--- config.mk ---
export PLATFORM = sky130hd
export DESIGN_NAME = pipe_ctrl
export DESIGN_NICKNAME = d
export VERILOG_FILES = /design/src/rtl/pipe_ctrl_pkg.sv /design/src/rtl/hazard_detect.sv /design/src/rtl/pipe_ctrl.sv
export SDC_FILE = /design/constraint.sdc
export NUM_CORES = 1
export LEC_CHECK = 0
export BUFFER_PORTS_ARGS = -buffer_cell sky130_fd_sc_hd__buf_2
export CORE_AREA = 3 3 40 42
export CTS_BUF_LIST = sky130_fd_sc_hd__clkbuf_2 sky130_fd_sc_hd__clkbuf_4 sky130_fd_sc_hd__clkbuf_8
export DETAILED_ROUTE_END_ITERATION = 12
export DIE_AREA = 0 0 43 45
export PLACE_DENSITY = 0.74
export SLEW_MARGIN = 10
export SYNTH_ARGS = -nofsm -noshare
export SYNTH_HDL_FRONTEND = slang
export SYNTH_SLANG_ARGS = --single-unit
--- constraint.sdc ---
create_clock -name clk -period 2 [get_ports clk]
set_input_delay 0.1 -clock clk [delete_from_list [all_inputs] [get_ports clk]]
set_output_delay 0.1 -clock clk [all_outputs]
set_load 0.005 [all_outputs]
--- src/rtl/pipe_ctrl_pkg.sv ---
// Shared definitions for the pipeline hazard/stall controller: FSM state
// encoding, the hard-wired zero register index and the default multi-cycle latency.
package pipe_ctrl_pkg;

  typedef enum logic {
    RUN     = 1'b0,
    MC_BUSY = 1'b1
  } state_e;

  localparam logic [4:0] REG_ZERO       = 5'd0;
  localparam int         MC_LAT_DEFAULT = 4;
  localparam int         CNT_W          = 4;

endpackage

--- src/rtl/hazard_detect.sv ---
// Combinational load-use comparator: flags an ID source operand that depends
// on a load still sitting in EX, only while the controller is in RUN.
module hazard_detect
  import pipe_ctrl_pkg::*;
(
  input  logic       run,
  input  logic       id_valid,
  input  logic [4:0] id_rs1,
  input  logic [4:0] id_rs2,
  input  logic       id_use_rs1,
  input  logic       id_use_rs2,
  input  logic       ex_valid,
  input  logic [4:0] ex_rd,
  input  logic       ex_is_load,
  output logic       lu
);

  logic rs1_hit;
  logic rs2_hit;

  assign rs1_hit = id_use_rs1 && (id_rs1 == ex_rd);
  assign rs2_hit = id_use_rs2 && (id_rs2 == ex_rd);

  // x0 never carries a real dependency, so a load targeting it cannot stall ID.
  assign lu = run && id_valid && ex_valid && ex_is_load &&
              (ex_rd != REG_ZERO) && (rs1_hit || rs2_hit);

endmodule

--- src/rtl/pipe_ctrl.sv ---
// Pipeline stall/flush/redirect controller with multi-cycle EX occupancy.
// Optional performance counters are built when PIPE_CTRL_PERF_EN is defined.
module pipe_ctrl
  import pipe_ctrl_pkg::*;
#(
  parameter int MC_LAT = MC_LAT_DEFAULT  // legal range 2..15
) (
  input  logic        clk,
  input  logic        rstn,
  input  logic        id_valid,
  input  logic [4:0]  id_rs1,
  input  logic [4:0]  id_rs2,
  input  logic        id_use_rs1,
  input  logic        id_use_rs2,
  input  logic        ex_valid,
  input  logic [4:0]  ex_rd,
  input  logic        ex_is_load,
  input  logic        ex_is_mc,
  input  logic        br_mispredict,
  input  logic        exc_flush,
  output logic        pc_stall,
  output logic        if_id_stall,
  output logic        if_id_flush,
  output logic        id_ex_stall,
  output logic        id_ex_bubble,
  output logic        pc_redirect,
  output logic        mc_busy
`ifdef PIPE_CTRL_PERF_EN
  ,
  output logic [31:0] perf_stall_cnt,
  output logic [31:0] perf_flush_cnt
`endif
);

  // The start cycle is spent in RUN, so MC_BUSY covers the remaining MC_LAT-1 cycles.
  localparam logic [CNT_W-1:0] CNT_INIT = CNT_W'(MC_LAT - 2);

  state_e           state_q, state_d;
  logic [CNT_W-1:0] cnt_q, cnt_d;
  logic             lu;

  hazard_detect u_hazard_detect (
    .run        (state_q == RUN),
    .id_valid   (id_valid),
    .id_rs1     (id_rs1),
    .id_rs2     (id_rs2),
    .id_use_rs1 (id_use_rs1),
    .id_use_rs2 (id_use_rs2),
    .ex_valid   (ex_valid),
    .ex_rd      (ex_rd),
    .ex_is_load (ex_is_load),
    .lu         (lu)
  );

  // NOTE: asynchronous reset lives in the sensitivity list; state uses <= so all flops update together.
  always_ff @(posedge clk or negedge rstn) begin
    if (!rstn) begin
      state_q <= RUN;
      cnt_q   <= '0;
    end else begin
      state_q <= state_d;
      cnt_q   <= cnt_d;
    end
  end

  // NOTE: every output and next-state variable gets a default first, so no path can infer a latch.
  always_comb begin
    state_d      = state_q;
    cnt_d        = cnt_q;
    pc_stall     = 1'b0;
    if_id_stall  = 1'b0;
    if_id_flush  = 1'b0;
    id_ex_stall  = 1'b0;
    id_ex_bubble = 1'b0;
    pc_redirect  = 1'b0;
    // mc_busy reports occupancy of EX, including the cycle in which a trap aborts it.
    mc_busy      = (state_q == MC_BUSY);

    if (exc_flush) begin
      pc_redirect  = 1'b1;
      if_id_flush  = 1'b1;
      id_ex_bubble = 1'b1;
      state_d      = RUN;
      cnt_d        = '0;
    end else if (state_q == MC_BUSY) begin
      pc_stall    = 1'b1;
      if_id_stall = 1'b1;
      id_ex_stall = 1'b1;
      if (cnt_q == '0) begin
        state_d = RUN;
      end else begin
        cnt_d = cnt_q - 1'b1;
      end
    end else if (ex_valid && br_mispredict) begin
      pc_redirect  = 1'b1;
      if_id_flush  = 1'b1;
      id_ex_bubble = 1'b1;
    end else if (ex_valid && ex_is_mc) begin
      // A coincident load-use hazard is absorbed by the MC stall: no bubble.
      pc_stall    = 1'b1;
      if_id_stall = 1'b1;
      id_ex_stall = 1'b1;
      state_d     = MC_BUSY;
      cnt_d       = CNT_INIT;
    end else if (lu) begin
      pc_stall     = 1'b1;
      if_id_stall  = 1'b1;
      id_ex_bubble = 1'b1;
    end
  end

`ifdef PIPE_CTRL_PERF_EN
  always_ff @(posedge clk or negedge rstn) begin
    if (!rstn) begin
      perf_stall_cnt <= '0;
      perf_flush_cnt <= '0;
    end else begin
      if (pc_stall)    perf_stall_cnt <= perf_stall_cnt + 32'd1;
      if (if_id_flush) perf_flush_cnt <= perf_flush_cnt + 32'd1;
    end
  end
`endif

endmodule

==> results_dict.tcl, run 1 <==
set metrics [dict create \
    stdcell_count 104 \
    p_int_uw 223 \
    numPortBuffers 31 \
    rsz0062_at_grt "no" \
    multi_input_area_sq_um 329 \
    dpl.hpwl_um 1070 \
    core-area_sq_um 1280 \
    num_rows 13 \
    dpl_cell_area_sq_um 639 \
    die_width_um 43 \
    antenna_found_initial 0 \
    cts_root_buffer "clkbuf_4" \
    final_cell_mix "buf_2, xor2_1, dfrtp_1" \
    arrival_ns 1.59 \
    io_pins 32 \
    ys_warn_count 0 \
    num-nets-final 117 \
    synth_largest_area_cell "dfrtp_1" \
    criticalPathCategory "reg -> out" \
    required_ns 1.90 \
    status "complete, no violations" \
    tightest_slew_ns 0.341 \
    nFillCells 126 \
    vias_per_cell 5.08 \
    ir_drop_v 0.000350 \
    dr.pass1.iters 2 \
    slew_headroom_pct 77.3 \
    layout-drive-gt1-share_pct 43.8 \
    place_ws_ns 0.397 \
    avgSynthCellArea_sq_um 8.67 \
    seq_area_frac_synth_pct 25.8 \
    timing.hold.ws_ns 0.0924 \
    numCtsBuffers 3 \
    async_reset_ff_share_pct 100 \
    end_kind "output port" \
    grt_pass1_wl_um 1950 \
    finalSetupViolCount 0 \
    cts_setup_buffers 0 \
    final_common_cell "buf_2" \
    setup_tns_ns 0 \
    synth_top_area_share_pct 25.8 \
    critPathLaunchType "flop" \
    route.detailed.drc 0 \
    stdcell_area_sq_um 677 \
    synth_nets 83 \
    fin_crit_sh_pct 84.6 \
    clock_latency_ns 0.25 \
    ys_seq_elements 5 \
    power_switching_uw 91.5 \
    synth_ff_type "dfrtp_1" \
    clkTransAtPathRegs_ns 0.05 \
    avgRoutedWirePerCell_um 12.0 \
    pwr-share-clk_pct 38.1 \
    period_minus_slack_ns 1.69 \
    hold_violations 0 \
    comb_power_share_pct 27.8 \
    grt_use_total_pct 13.2 \
    maxSlewViolCount 0 \
    power_frac_seq_pct 34.1 \
    die_h_um 45 \
    synth-edff-count 0 \
    path_max_fanout 11 \
    cellLeakagePower_uw 0.000323 \
    routabilityCongestion 0.752 \
    synth.cell_area_sq_um 485 \
    clockBufferDepth 2 \
    die-area_sq_um 1940 \
    routed_wl_um 1240 \
    ant_nets 0 \
    worst_clock_skew_ns 0.00779 \
    cts.sinks 5 \
    htreeDepth 1 \
    area_growth_pct 39.4 \
    cts_tree "built" \
    synth_area_leaders "dfrtp_1, xor2_1, ha_1, xnor2_1, a21oi_1" \
    cap_violations 0 \
    worst_slack_ns 0.309 \
    start_util_pct 37.8 \
    grt_overflow 0 \
    n_antenna_cell 0 \
    p_sw_share_pct 29.1 \
    holdCritPathClass "in -> reg" \
    placedCellCount 99 \
    grt_pass1_vias 502 \
    grt_max_degree 12 \
    drt_iter0_markers 6 \
    ys_types 29 \
    powerDensity_nw_per_um2 465 \
    max_freq_mhz 591 \
    syn_inst 56 \
    vias 528 \
    regArea_sq_um 125 \
]
## kinds of logic (layout without fill, tap and decap cells)
kind of cell / count (synthesis) / after routing / share of synthesized area (%)
simple gates: 21 / 21 / 27.1
compound gates: 11 / 11 / 15.5
xor+xnor: 10 / 10 / 18.0
buf+inv: 6 / 39 / 6.44
flops: 5 / 5 / 25.8
fa+ha+maj: 2 / 2 / 5.15
mux: 1 / 1 / 2.06
## layer usage
layer | global-route usage [%] | vias up | part of all wire (%)
li1 | - | 265 | -
met5 | 0 | - | 0
met1 | 15.8 | 236 | 43
met3 | 2.39 | 2 | 9.1
met2 | 22.5 | 25 | 47
met4 | 7.23 | 0 | 1.4
## worst max-delay path, stage by stage (launching register included)
cell and delay (ns):
dfrtp_1 0.54, nor2b_1 0.12, a21oi_1 0.24, inv_1 0.11
o22ai_1 0.19, buf_2 0.14
## synth_stat cells, drive strengths merged, types with 2 or more instances
cell type	count
a21oi	4
and2	2
buf	3
dfrtp	5
ha	2
inv	3
nand2	3
nand3b	2
nor2	4
nor2b	2
nor3	2
nor4	2
o21ai	2
xnor2	2
xor2	8
## registers in the layout, summed over array words and instances (netlist names)
signal / cells
cnt_q: 4
mc_busy: 1
## layout make-up
type | instances | area share (%)
flip-flops and latches | 5 | 18.5
clock buffers | 3 | 3.33
inverters | 3 | 1.66
multi-input cells | 45 | 48.6
clock inverters | 1 | 0.739
well taps | 15 | 2.77
repair buffers | 32 | 24.4
## power groups by stage
stage | Combinational (uW) | Clock (uW) | Sequential (uW)
3_5_place_dp | 86.2 | 0 | 109
4_1_cts | 88.2 | 125 | 107
6_report | 87.5 | 120 | 107
5_1_grt | 97.7 | 129 | 108
3_3_place_gp | 84.1 | 0 | 109
2_1_floorplan | 45.3 | 0 | 107
## what timing repair did
item / 4_1_cts / 5_1_grt
endpoints found under the hold margin: 5 / 0
hold buffers: 1 / 0
resized for setup: 0 / 0
## stage by stage
stage | total power, uW | util (%)
after floorplan | 152 | -
after global placement | 193 | 49.8
after detailed placement | 195 | 49.8
after CTS | 320 | 52.7
after global routing | 334 | 52.7
final | 315 | 52.7
## path summary, 6_finish.rpt
path | start | endpoint | slack [ns] | depth (start not counted)
max | mc_busy | pc_stall | 0.31 | 5
min | exc_flush | cnt_q[3] | 0.09 | 2
max reg2reg | cnt_q[0] | cnt_q[1] | 0.38 | 6
min reg2reg | cnt_q[3] | cnt_q[3] | 0.58 | 2
max in group asynchronous | rstn | cnt_q[1] | 1.67 | 2
min in group asynchronous | rstn | cnt_q[2] | 0.19 | 2
Power figures use the tool's default switching activity.
==> inputs of run 2 (changes only) <==
==> constraint.sdc (replaced) <==
create_clock -name clk -period 1.7 [get_ports clk]
set_input_delay 0.085 -clock clk [delete_from_list [all_inputs] [get_ports clk]]
set_output_delay 0.085 -clock clk [all_outputs]
set_load 0.005 [all_outputs]
==> run 2 against run 1 <==
  * Sequential share of layout area is 0.27 points lower
  * Critical path depth grew 1
  * Global-route usage is 0.095 points higher
  * Clock power grew 32%
  * Design area grew 1.5%
  * Routed wire length decreased by 1.4%
  * Highest routed layer unchanged
==> results_dict.tcl, run 2 (synthesized netlist as in run 1, its figures left out) <==
set metrics [dict create \
    criticalPathCategory "reg -> reg" \
    grt_max_degree 8 \
    cellLeakagePower_uw 0.000329 \
    dpl.hpwl_um 1040 \
    core-area_sq_um 1280 \
    period_minus_slack_ns 1.58 \
    ir_drop_v 0.000358 \
    end_kind "flop" \
    cp_cell_sequence "inv_1, ha_1, or3b_4, a21oi_2, nand2_1, a31oi_1" \
    hold_buffers 1 \
    placedCellCount 100 \
    path_max_fanout 4 \
    fin_crit_sh_pct 93.1 \
    num-nets-final 118 \
    drt_iter0_markers 9 \
    arrival_ns 1.75 \
    numCtsBuffers 3 \
    crit_family "simple AND/OR/NAND/NOR gates" \
    routabilityCongestion 0.778 \
    worst_slack_ns 0.116 \
    cts-resized-gates 0 \
    route.detailed.drc 0 \
    stdcell_count 105 \
    vias_per_cell 5.10 \
    worstPathBufferInverterCount 1 \
    holdCritPathClass "in -> reg" \
    slowest_stage "dfrtp_1" \
    clockBufferDepth 2 \
    final_cell_mix "buf_2, xor2_1, dfrtp_1" \
    num_rows 13 \
    grt_use_total_pct 13.3 \
    max_stage_delay_ns 0.40 \
    critPathLaunchType "flop" \
    vias 536 \
    status "complete, no violations" \
    place_ws_ns 0.132 \
    finalSetupViolCount 0 \
    slew_headroom_pct 82.2 \
    numPortBuffers 31 \
    layout-drive-gt1-share_pct 44.4 \
    die_width_um 43 \
    cts_tree "built" \
    cts_setup_buffers 0 \
    cap_violations 0 \
    powerDensity_nw_per_um2 565 \
    rsz0062_at_grt "no" \
    die-area_sq_um 1940 \
    timing.hold.ws_ns 0.0772 \
    hold_violations 0 \
    cts.sinks 5 \
    clkTransAtPathRegs_ns 0.04 \
    worst_clock_skew_ns 0.00139 \
    ant_nets 0 \
    die_h_um 45 \
    largest_reg_flops 4 \
    cts_root_buffer "clkbuf_4" \
    clock_latency_ns 0.25 \
    setup_tns_ns 0 \
    antenna_found_initial 0 \
    grt_pass1_vias 480 \
    grt_overflow 0 \
    dr.pass1.iters 5 \
    htreeDepth 1 \
    start_util_pct 37.8 \
    routed_wl_um 1230 \
    max_freq_mhz 631 \
    io_pins 32 \
    regMostFlops "cnt_q" \
    avgRoutedWirePerCell_um 11.7 \
    final_common_cell "buf_2" \
    n_antenna_cell 0 \
    tightest_slew_ns 0.264 \
    required_ns 1.86 \
    maxSlewViolCount 0 \
    area_growth_pct 41.5 \
    grt_pass1_wl_um 1880 \
]
==> run 2: cell types whose count changed in the layout (fill, tap and decap cells not counted) <==
cell,change
clkinv_2,-1
clkbuf_4,+1
buf_4,+1
==> run 2: final cells by class <==
type / instances / area, sq um
sequential: 5 / 125
clock buffer: 4 / 30.0
fill: 129 / 598
inverter: 3 / 11.3
multi-input combinational: 45 / 329
tap: 15 / 18.8
timing repair buffer: 33 / 173
==> run 2: final timing paths <==
kind | cells after the start | startpoint | slack (ns) | endpoint
min in group asynchronous | 2 | rstn | 0.18 | mc_busy
max reg2reg | 6 | cnt_q[0] | 0.12 | cnt_q[3]
min reg2reg | 2 | cnt_q[3] | 0.59 | cnt_q[3]
max | 6 | cnt_q[0] | 0.12 | cnt_q[3]
max in group asynchronous | 2 | rstn | 1.39 | cnt_q[3]
min | 2 | exc_flush | 0.08 | cnt_q[2]
==> run 2: power by group <==
group | total [uW] | leakage [uW] | switching, uW | internal (uW)
clock | 158 | 0.0000184 | 53.1 | 105
combinational | 105 | 0.000241 | 49.1 | 55.9
sequential | 125 | 0.0000691 | 2.71 | 122
total | 388 | 0.000329 | 105 | 283
==> run 2: stage by stage <==
stage	instance area (sq um)	util [%]	total power (uW)
global route	687	53.5	409
floorplan	485	-	179
global placement	647	50.3	228
CTS	687	53.5	392
detailed placement	647	50.3	230
finish	687	53.5	388
==> run 2: routing by layer <==
metal,global-route usage (%),routed length [um],vias to the layer above,part of all wire [%]
met5,0,0,-,0
met4,9.04,25,0,2.0
met3,3.59,137,3,11
met2,21.9,587,26,48
met1,15.1,475,240,39
li1,-,-,267,-
==> run 2: worst register-to-register path, delay by kind of cell, from the launching register on <==
family / cells / cell delay, ns
compound gates: 2 / 0.39
fa+ha+maj: 1 / 0.14
buf+inv: 1 / 0.10
flops: 1 / 0.40
simple gates: 2 / 0.47
==> inputs of run 3 (changes only) <==
--- a/config.mk
+++ b/config.mk
@@ -6,11 +6,14 @@
 export NUM_CORES = 1
 export LEC_CHECK = 0
 export BUFFER_PORTS_ARGS = -buffer_cell sky130_fd_sc_hd__buf_2
-export CORE_AREA = 3 3 40 42
+export CELL_PAD_IN_SITES_DETAIL_PLACEMENT = 0
+export CELL_PAD_IN_SITES_GLOBAL_PLACEMENT = 1
+export CORE_MARGIN = 3
+export CORE_UTILIZATION = 29
 export CTS_BUF_LIST = sky130_fd_sc_hd__clkbuf_2 sky130_fd_sc_hd__clkbuf_4 sky130_fd_sc_hd__clkbuf_8
 export DETAILED_ROUTE_END_ITERATION = 12
-export DIE_AREA = 0 0 43 45
-export PLACE_DENSITY = 0.74
+export MAX_ROUTING_LAYER = met4
+export PLACE_DENSITY = 0.83
 export SLEW_MARGIN = 10
 export SYNTH_ARGS = -nofsm -noshare
 export SYNTH_HDL_FRONTEND = slang
==> constraint.sdc (replaced) <==
create_clock -name clk -period 1.7 [get_ports clk]
set_input_delay 0.085 -clock clk [delete_from_list [all_inputs] [get_ports clk]]
set_output_delay 0.085 -clock clk [all_outputs]
set_load 0.1 [all_outputs]
==> run 3 against run 2 <==
  * Maximum frequency decreased by 7.2%
  * Critical path type is now reg -> out
  * First-iteration DRC count shrank 56%
  * Utilization rose by 2.1 points
  * Largest power group is now combinational cells
  * Power up 32%
  * The run now ends with setup timing left
==> results_dict.tcl, run 3 (synthesized netlist as in run 1, its figures left out) <==
set metrics [dict create \
    status "finished with violations" \
    violations "setup timing" \
    rsz0062_at_grt "yes" \
    core-area_sq_um 1540 \
    hold_violations 0 \
    post-route-util_pct 55.6 \
    vias_per_cell 5.13 \
    n_antenna_cell 0 \
    start_util_pct 31.5 \
    min_from "exc_flush" \
    fin_crit_sh_pct 100 \
    r2r_setup_slack_ns 0.08 \
    required_ns 1.62 \
    largest_reg_flops 4 \
    die_h_um 46.9 \
    setup_tns_ns -0.0115 \
    ir_drop_v 0.000590 \
    stdcell_area_sq_um 857 \
    hold_path_depth 2 \
    die-area_sq_um 2200 \
    finalPower_uw 511 \
    num_rows 14 \
    area_growth_pct 76.5 \
    place_ws_ns 0.0993 \
    dpl.hpwl_um 1160 \
    worstPathBufferInverterCount 1 \
    maxSlewViolCount 0 \
    max_stage_delay_ns 0.49 \
    slew_headroom_pct 67.8 \
    worst_clock_skew_ns 0.00260 \
    final_cell_mix "buf_2, xor2_1, buf_12" \
    powerDensity_nw_per_um2 596 \
    drt_iter0_markers 4 \
    max_freq_mhz 586 \
    antenna_found_initial 0 \
    io_pins 32 \
    grt_use_total_pct 14.1 \
    criticalPathCategory "reg -> out" \
    regMostFlops "cnt_q" \
    critPathLaunchType "flop" \
    clockBufferDepth 2 \
    tightest_slew_ns 0.486 \
    numCtsBuffers 3 \
    reg2regPathDepth 6 \
    cp_cell_sequence "nor2b_4, o2111a_1, nand2_1, o21ai_1, buf_12" \
    clkTransAtPathRegs_ns 0.04 \
    htreeDepth 1 \
    routed_wl_um 1500 \
    layout-drive-gt1-share_pct 56.5 \
    slowest_stage "dfrtp_4" \
    num-nets-final 120 \
    grt_overflow 0 \
    die_width_um 46.9 \
    cts_tree "built" \
    finalSetupViolCount 3 \
    period_minus_slack_ns 1.71 \
    crit_family "flip-flops" \
    numPortBuffers 31 \
    final_common_cell "buf_2" \
    grt_pass1_wl_um 2040 \
    routabilityCongestion 0.757 \
    path_max_fanout 2 \
    route.detailed.drc 0 \
    grt_pass1_vias 520 \
    vias 554 \
    cts.sinks 5 \
    holdCritPathClass "in -> reg" \
    clock_latency_ns 0.25 \
    avgRoutedWirePerCell_um 13.9 \
    cap_violations 0 \
    end_kind "output port" \
    dpl_cell_area_sq_um 773 \
    reg2reg_from "cnt_q[1]" \
    cts_root_buffer "clkbuf_4" \
    dr.pass1.iters 4 \
    hold_end "mc_busy" \
    r2r_end "cnt_q[1]" \
    cellLeakagePower_uw 0.000374 \
    arrival_ns 1.62 \
    worst_slack_ns -0.00657 \
    ant_nets 0 \
    grt_max_degree 9 \
]
-- run 3: where the power goes --
part	switching (uW)	total, uW	internal, uW
logic	135	228	92.6
registers	3.09	126	123
clock network	52.0	157	105
total	190	511	320
-- run 3: repair_timing --
action	in CTS	in global routing
setup buffers	3	0
pin swaps	1	2
setup endpoints to repair	3	5
resized for setup	0	5
hold buffers	1	0
hold endpoints to repair	5	0
-- run 3: how the worst max path moves through the flow --
stage | startpoint | to | slack (ns) | cells after the start
2_1_floorplan | mc_busy | pc_stall | -0.92 | 6
3_3_place_gp | cnt_q[0] | cnt_q[1] | 0.18 | 6
3_5_place_dp | cnt_q[0] | cnt_q[1] | 0.1 | 6
4_1_cts | mc_busy | if_id_stall | 0.01 | 5
5_1_grt | mc_busy | id_ex_bubble | -0.1 | 5
6_report | mc_busy | id_ex_bubble | -0.007 | 5
-- run 3: per-stage QoR --
step	cells	hold slack [ns]
finish	108	0.113
global route	108	0.127
global placement	100	-0.0936
CTS	108	0.114
detailed placement	100	-0.0941
floorplan	56	-0.211
-- run 3: layer usage --
layer	global-route usage, %	share of wire, %	routed length, um
met1	13.2	38	564
met2	25.2	49	736
met3	5.36	11	169
met4	6.63	1.8	27
met5	-	0	0
-- run 3: area by class of cell --
type,instances,area [sq um]
inverters,3,15.0
fillers,143,684
well taps,16,20.0
flip-flops and latches,5,129
repair buffers,35,278
clock buffers,4,30.0
multi-input cells,45,385
